File: config.mk
export PLATFORM = sky130hd
export DESIGN_NAME = fwd_hazard_unit
export DESIGN_NICKNAME = d
export VERILOG_FILES = /design/src/rtl/fwd_hazard_unit_pkg.sv /design/src/rtl/fwd_src_cmp.sv /design/src/rtl/fwd_hazard_unit.sv
export SDC_FILE = /design/constraint.sdc
export NUM_CORES = 1
export LEC_CHECK = 0
export BUFFER_PORTS_ARGS = -buffer_cell sky130_fd_sc_hd__buf_4
export CORE_MARGIN = 4
export CORE_UTILIZATION = 40
export CTS_CLUSTER_SIZE = 16
export DETAILED_ROUTE_END_ITERATION = 12
export PLACE_DENSITY_LB_ADDON = 0.15
export SETUP_SLACK_MARGIN = 0.15
export SYNTH_ARGS = -nofsm -noshare
export SYNTH_HDL_FRONTEND = slang
export SYNTH_SLANG_ARGS = --single-unit
File: constraint.sdc
create_clock -name clk -period 5.75 [get_ports clk]
set_input_delay 0 -clock clk [delete_from_list [all_inputs] [get_ports clk]]
set_output_delay 0 -clock clk [all_outputs]
set_load 0.03 [all_outputs]
File: src/rtl/fwd_hazard_unit_pkg.sv
// Shared encodings and stage-tracking record for the forwarding/hazard unit.
// Forward-select codes, FSM states and the per-stage flag record live here.
package fwd_hazard_unit_pkg;

  localparam logic [1:0] FWD_RF  = 2'b00;
  localparam logic [1:0] FWD_EX  = 2'b01;
  localparam logic [1:0] FWD_MEM = 2'b10;
  localparam logic [1:0] FWD_WB  = 2'b11;

  typedef enum logic {
    ST_RUN     = 1'b0,
    ST_MC_WAIT = 1'b1
  } state_t;

  // Destination address is kept beside this record because its width is a module parameter.
  typedef struct packed {
    logic valid;
    logic wr_en;
    logic is_load;
    logic is_mc;
  } stage_t;

  localparam stage_t STAGE_BUBBLE = '0;

  function automatic logic stage_writes(input stage_t st);
    return st.valid && st.wr_en;
  endfunction

endpackage

File: src/rtl/fwd_src_cmp.sv
// Compares one ID source operand against the EX/MEM/WB producers.
// Picks the youngest usable producer and flags an EX result that is not ready yet.
module fwd_src_cmp
  import fwd_hazard_unit_pkg::*;
#(
  parameter int ADDR_W = 5
) (
  input  logic [ADDR_W-1:0] rs,
  input  logic              used,
  input  stage_t            ex_f,
  input  logic [ADDR_W-1:0] ex_rd,
  input  stage_t            mem_f,
  input  logic [ADDR_W-1:0] mem_rd,
  input  stage_t            wb_f,
  input  logic [ADDR_W-1:0] wb_rd,
  output logic [1:0]        sel,
  output logic              hazard
);

  logic rs_live;
  logic ex_hit, mem_hit, wb_hit;
  logic unused_flags;

  // r0 is hardwired zero, so it never has a producer.
  assign rs_live = used && (rs != '0);
  assign ex_hit  = rs_live && stage_writes(ex_f)  && (ex_rd  == rs);
  assign mem_hit = rs_live && stage_writes(mem_f) && (mem_rd == rs);
  assign wb_hit  = rs_live && stage_writes(wb_f)  && (wb_rd  == rs);

  // Load and multi-cycle results do not exist while the op sits in EX.
  assign hazard = ex_hit && (ex_f.is_load || ex_f.is_mc);

  always_comb begin
    sel = FWD_RF;
    if (ex_hit && !hazard) sel = FWD_EX;
    else if (mem_hit)      sel = FWD_MEM;
    else if (wb_hit)       sel = FWD_WB;
  end

  assign unused_flags = ^{mem_f.is_load, mem_f.is_mc, wb_f.is_load, wb_f.is_mc};

endmodule

File: src/rtl/fwd_hazard_unit.sv
// Operand forwarding and issue control for a 5-stage pipe with multi-cycle EX ops.
// Tracks EX/MEM/WB destinations, picks bypass sources and stalls ID on unready results.
module fwd_hazard_unit
  import fwd_hazard_unit_pkg::*;
#(
  parameter int ADDR_W  = 5,
  parameter int NUM_SRC = 2,
  parameter int MC_LAT  = 4
) (
  input  logic                      clk,
  input  logic                      reset,
  input  logic                      id_valid,
  input  logic [NUM_SRC*ADDR_W-1:0] id_rs,
  input  logic [NUM_SRC-1:0]        id_rs_used,
  input  logic [ADDR_W-1:0]         id_rd,
  input  logic                      id_wr_en,
  input  logic                      id_is_load,
  input  logic                      id_is_mc,
  input  logic                      flush,
  output logic [NUM_SRC*2-1:0]      fwd_sel,
  output logic                      stall,
  output logic                      issue,
  output logic                      busy,
  output logic [15:0]               stall_cnt
);

  state_t            state, state_nxt;
  logic [3:0]        cnt, cnt_nxt;
  stage_t            ex_f, mem_f, wb_f;
  stage_t            ex_f_nxt, mem_f_nxt;
  logic [ADDR_W-1:0] ex_rd, mem_rd, wb_rd, ex_rd_nxt;
  logic [NUM_SRC-1:0] hazard;

  for (genvar s = 0; s < NUM_SRC; s++) begin : g_src
    fwd_src_cmp #(.ADDR_W(ADDR_W)) u_cmp (
      .rs     (id_rs[s*ADDR_W +: ADDR_W]),
      .used   (id_rs_used[s]),
      .ex_f   (ex_f),
      .ex_rd  (ex_rd),
      .mem_f  (mem_f),
      .mem_rd (mem_rd),
      .wb_f   (wb_f),
      .wb_rd  (wb_rd),
      .sel    (fwd_sel[s*2 +: 2]),
      .hazard (hazard[s])
    );
  end

  assign busy  = (state == ST_MC_WAIT);
  assign stall = id_valid && ((|hazard) || busy);
  assign issue = id_valid && !stall && !flush;

  always_comb begin
    state_nxt = state;
    cnt_nxt   = cnt;
    ex_f_nxt  = ex_f;
    ex_rd_nxt = ex_rd;
    mem_f_nxt = ex_f;
    if (flush) begin
      // Killed EX op must not reach MEM either.
      state_nxt = ST_RUN;
      cnt_nxt   = '0;
      ex_f_nxt  = STAGE_BUBBLE;
      mem_f_nxt = STAGE_BUBBLE;
    end else if (busy && cnt != 4'd0) begin
      cnt_nxt   = cnt - 4'd1;
      mem_f_nxt = STAGE_BUBBLE;
    end else begin
      // RUN, or the last MC_WAIT cycle releasing the op into MEM.
      state_nxt = ST_RUN;
      ex_f_nxt  = STAGE_BUBBLE;
      if (issue) begin
        ex_f_nxt.valid   = 1'b1;
        ex_f_nxt.wr_en   = id_wr_en;
        ex_f_nxt.is_load = id_is_load;
        ex_f_nxt.is_mc   = id_is_mc;
        ex_rd_nxt        = id_rd;
        if (id_is_mc) begin
          state_nxt = ST_MC_WAIT;
          cnt_nxt   = 4'(MC_LAT - 1);
        end
      end
    end
  end

  always_ff @(posedge clk or posedge reset) begin
    if (reset) begin
      state     <= ST_RUN;
      cnt       <= '0;
      ex_f      <= STAGE_BUBBLE;
      mem_f     <= STAGE_BUBBLE;
      wb_f      <= STAGE_BUBBLE;
      ex_rd     <= '0;
      mem_rd    <= '0;
      wb_rd     <= '0;
      stall_cnt <= '0;
    end else begin
      state  <= state_nxt;
      cnt    <= cnt_nxt;
      ex_f   <= ex_f_nxt;
      ex_rd  <= ex_rd_nxt;
      mem_f  <= mem_f_nxt;
      mem_rd <= ex_rd;
      wb_f   <= mem_f;
      wb_rd  <= mem_rd;
      if (stall && stall_cnt != 16'hFFFF) stall_cnt <= stall_cnt + 16'd1;
    end
  end

endmodule

* Word-level counts from Yosys, hierarchy flattened
Cells that the tools add are included.
** Storage, ports and cells
- Register bits :: 44
- Input port bits :: 24
- Output and inout bits :: 23
** Operators by class
- $add $sub $neg :: 2
- Eq/ne operators :: 8
- Muxes and demuxes :: 19
- Bitwise logic cells :: 2
- Reductions and logical operators :: 40
** Operators by type and width (count)
- two-way mux 4 bit :: 9
- == test 5 bit :: 6
- logical AND 1 bit :: 26
- adder 16 x 1 -> 16 bit, second input constant :: 1
- != test 16 bit, second input constant :: 1
- two-way mux 2 bit :: 6
- nonzero test 5 bit :: 2
- nonzero test 3 bit :: 2
- logical NOT 1 bit :: 4
- two-way mux 1 bit :: 4
- nonzero test 4 bit :: 1
- subtractor 4 x 1 -> 4 bit, second input constant :: 1
- AND reduction 3 bit :: 1
- logical OR 1 bit :: 2
- != test 2 bit, second input constant :: 1
- NOT 1 bit :: 2
- AND reduction 2 bit :: 1
- OR reduction 2 bit :: 1

* Longest topological paths before layout
- Word-level depth :: 14
- Gate-level depth with buffers :: 8
- Gate-level depth less buffers :: 6

* By module
A second synthesis with hierarchy kept.
** Second synthesis, totals
- Cells, all modules :: 201
- Area, all modules :: 2396.0 um^2
** Modules (own cells, without submodules)
- fwd_hazard_unit :: instances 1, cells each 139, area an instance 1898.1 um^2, sequential area each 1176.1 um^2
- fwd_src_cmp :: instances 2, cells each 31, area an instance 249.0 um^2, sequential area each 0.0 um^2

* Worst setup path before layout
OpenSTA, ideal clock, no wires.
- Kind :: register to register
- Start point :: register stall_cnt[4]
- End point :: register stall_cnt[1]
- Setup time :: 0.125 ns
- Data arrival time :: 2.026 ns
- Data required time :: 5.625 ns
- Slack :: 3.599 ns
- Stages on the path, launching flop included :: 7
- Buffers on the path :: 1
- Cells stage by stage :: dfrtp_1 -> and4_1 -> buf_2 -> nand4_1 -> o31ai_4 -> or2_2 -> mux2_2
** Between the ends
- Longest elaborated chain between the ends :: 2
** Ends and longest elaborated chain
- from (decl) :: RTL line fwd_hazard_unit.sv:24 : output logic [15:0] stall_cnt
- from (signal assigned) :: RTL line fwd_hazard_unit.sv:106 : if (stall && stall_cnt != 16'hFFFF) stall_cnt <= stall_cnt + 16'd1;
- != test 16 bit :: RTL line fwd_hazard_unit.sv:106
- logical AND 1 bit :: RTL line fwd_hazard_unit.sv:106
Every way passes these cells.
A chain may end at the register's enable or synchronous reset.

* Worst setup path after layout
- Start point :: register stall_cnt[5]
- End point :: register stall_cnt[5]
** Between the ends
- Longest elaborated chain between the ends :: 2
- Elaborated cells on any way between the ends :: 3
- Classes of those cells :: add/sub: 1; eq/ne: 1; reduce/logical: 1
** Ends and longest elaborated chain
- parallel branches: the longest is 2 deep, another holds adder 16 x 1 -> 16 bit
Parallel ways; which one is timed is not known.

==> reports/summary.txt <==
Max-capacitance violation count: 0
Vias per inst: 5.08
Register area: 1080 um^2
Commonest cells in the synthesized netlist: dfrtp_1, xnor2_1, xor2_1, nor4_1
Pin count of the biggest net entering global routing: 44
Sw power: 0.215 mW
Number of hold violations in the final report: 0
I/O Buffers: 46
Count of mapped cells out of synthesis: 202
Post-layout min period: 2.27 ns
H-Tree Level Count: 2
Area of the core region: 5540 um^2
Tcrit/Tclk final: 39.5%
Final number of setup-violating endpoints: 0
Slew at the pin closest to its max-slew limit: 0.583 ns
Pleak: 1.31 nW
Pwr Density: 266 nW/um^2
Number of nets in the finished design: 285
DR iter-0 viols: 68
Vias in the first global route: 1,732
GPL Wtd Cong: 0.831
Number of cell rows: 27
Layout overhead on the synthesized area: 26.9%
Total global routing overflow: 0
Worst setup timing slack at the placement stage: 3.50 ns
Post-CTS resize count: 0
Fraction of registers with async set/reset: 100%
Worst Clk Skew: 0.00898 ns
Average cell area after synthesis: 11.3 um^2
Average wire length per cell after detail routing: 14.6 um
Root buf cell: clkbuf_8
Synth Net Count: 228
Ratio of cells with drive above 1 in the final layout: 28.5%
Type of the tightest min-delay check: input port to flip-flop
Crit path kind: flip-flop to flip-flop
RSZ-0062 raised after global routing: false
CP Data Required Time: 5.91 ns
Max clock buf depth: 2
Library cell with the largest summed area after synthesis: dfrtp_1
Most used DFF post-synth: dfrtp_1
Number of enable flip-flop cells after synthesis: 0
Cell types occupying the most area after synthesis: dfrtp_1, xnor2_1, xor2_1
Net switching share of the total power: 27.8%
Number of iterations in the first detailed-routing pass: 4
Number of distinct library cells after synthesis: 46
Most used standard cell by instance count after synthesis: dfrtp_1
Netlist area before placement: 2290 um^2
CP max FO: 10
X dimension of the die: 83.6 um
Maximum ir drop on the vdd rail: 194 uV
HPWL reported at the end of detailed placement: 3610 um
Final Slew Violations: 0
Die H: 83.6 um
Worst Path Arrival: 2.43 ns
Combinational share of power: 20.8%
Power Total: 0.773 mW
Total Die Area: 6990 um^2
Highest attainable clock frequency: 0.441 GHz
Internal power: 0.558 mW
Setup total negative slack: 0 ns
Register bit total from synthesis: 43
Relative contribution of the clock network to total power: 31.3%
Area of the multi-input gates: 1150 um^2
Clock insertion delay at the later pin of the skew report: 0.29 ns
Worst slew margin relative to its limit: 61.0%
I/O pin count: 47
Setup slack of the critical path after layout: 3.48 ns
Total inserted antenna cells: 0
Final Routed Wirelength: 4860 um
DR vias: 1,687
Register clock-pin slew on the reported worst setup and hold paths: 0.08 ns
Warning count from the yosys run: 0
Global-route wire length before repair: 8420 um
Critical Path Sink Type: flip-flop
TritonCTS sink count: 43
Antenna violations before repair: 0
Filler cells: 515
DRC Markers: 0
GR Util All Layers: 14.7%
Sequential-to-total area share from yosys stat: 47.1%
CTS tree: done
Inserted Clock Buffers: 5
Initial core utilization: 41.3%
Sort of element at the start of the critical path: flip-flop
Share of the synthesized area in the top cell type: 47.1%
Sequential cell fraction of total power: 47.9%
Result of the run: completed
Antenna violation net count after detailed routing: 0
-- worst paths after layout --
check,endpoint,slack (ns),depth (start not counted),startpoint
setup / recovery,stall_cnt[5],3.48,6,stall_cnt[5]
max in group asynchronous,cnt[2],4.97,4,reset
min in group asynchronous,mem_rd[0],0.40,4,reset
setup reg to reg,stall_cnt[5],3.48,6,stall_cnt[5]
hold reg to reg,wb_f[2],0.38,0,mem_f[2]
hold / removal,cnt[3],0.05,3,id_is_mc
-- per-stage QoR --
stage	util [%]	instances	instance area (um^2)	hold WS, ns
6_report	52.3	332	2900	0.0489
5_1_grt	52.3	332	2900	0.0472
4_1_cts	52.3	332	2900	0.0377
3_5_place_dp	48.6	315	2690	0.180
3_3_place_gp	48.6	315	2690	0.177
2_1_floorplan	-	202	2290	0.148
-- timing repair --
item                      in CTS  in global routing
hold endpoints to repair      57                  0
setup buffers                  0                  0
hold buffers                   9                  0
-- power by group through the flow --
| stage | clock network, mW | registers (mW) | logic, mW |
|---|---|---|---|
| after floorplan | 0 | 0.385 | 0.0939 |
| after global placement | 0 | 0.377 | 0.157 |
| after detailed placement | 0 | 0.378 | 0.157 |
| after CTS | 0.249 | 0.372 | 0.163 |
| after global routing | 0.257 | 0.377 | 0.176 |
| final | 0.242 | 0.370 | 0.161 |
-- area by class of cell --
type / instances / share of cell area, %
inverters: 6 / 0.777
well taps: 72 / 3.11
multi-input cells: 147 / 39.7
repair buffers: 56 / 15.3
clock buffers: 6 / 2.85
clock inverters: 2 / 1.21
flip-flops and latches: 43 / 37.1
-- cell families after synthesis --
logic type | after synthesis | synth area share, %
and+or+nand+nor | 74 | 20.3
adders and majority gates | 2 | 1.09
muxes | 6 | 3.78
buffers and inverters | 12 | 2.57
AOI/OAI and AO/OA | 19 | 7.61
xor gates and xnor gates | 46 | 17.6
DFF | 43 | 47.1
-- cells in the final DEF, fill, tap and decap left out, types with 2 or more instances in the layout --
master,instances
nand4_1,9
nand2_1,9
nor2_1,8
ha_1,2
clkbuf_8,6
xor2_1,17
dlygate4sd3_1,9
inv_1,6
dfrtp_1,43
or4_2,2
buf_4,47
a22oi_1,2
a21oi_1,3
nor4_1,10
nand3_1,8
o21ai_4,2
o21ai_0,2
or4_1,2
xnor2_1,29
nor3_1,3
nor3_4,2
nor4b_1,3
nor3b_1,3
nand2b_1,4
nor2b_1,2
mux2_4,5
a32oi_1,2
-- flip-flops by register name, indices dropped and copies added, names as in the netlist --
register	count
ex_rd	5
stall_cnt	16
busy	1
wb_rd	5
mem_f	2
wb_f	2
mem_rd	5
cnt	4
ex_f	3
-- critical path: stages (launching register included) --
cell	delay, ns
dfrtp_1	0.42
and4_1	0.32
nand4_1	0.24
o31ai_4	0.51
or2_0	0.37
nor4b_1	0.11
xor2_1	0.17
-- per-layer routing --
layer	wire length [um]	GRT usage, %	share of wire [%]	up-vias
met5	0	0	0	-
met4	61	5.26	1.3	0
met3	223	3.26	4.6	5
met2	2280	22.9	47	38
met1	2290	20.0	47	806
li1	-	-	-	838
Note: power is estimated with default switching activity, not from simulation.
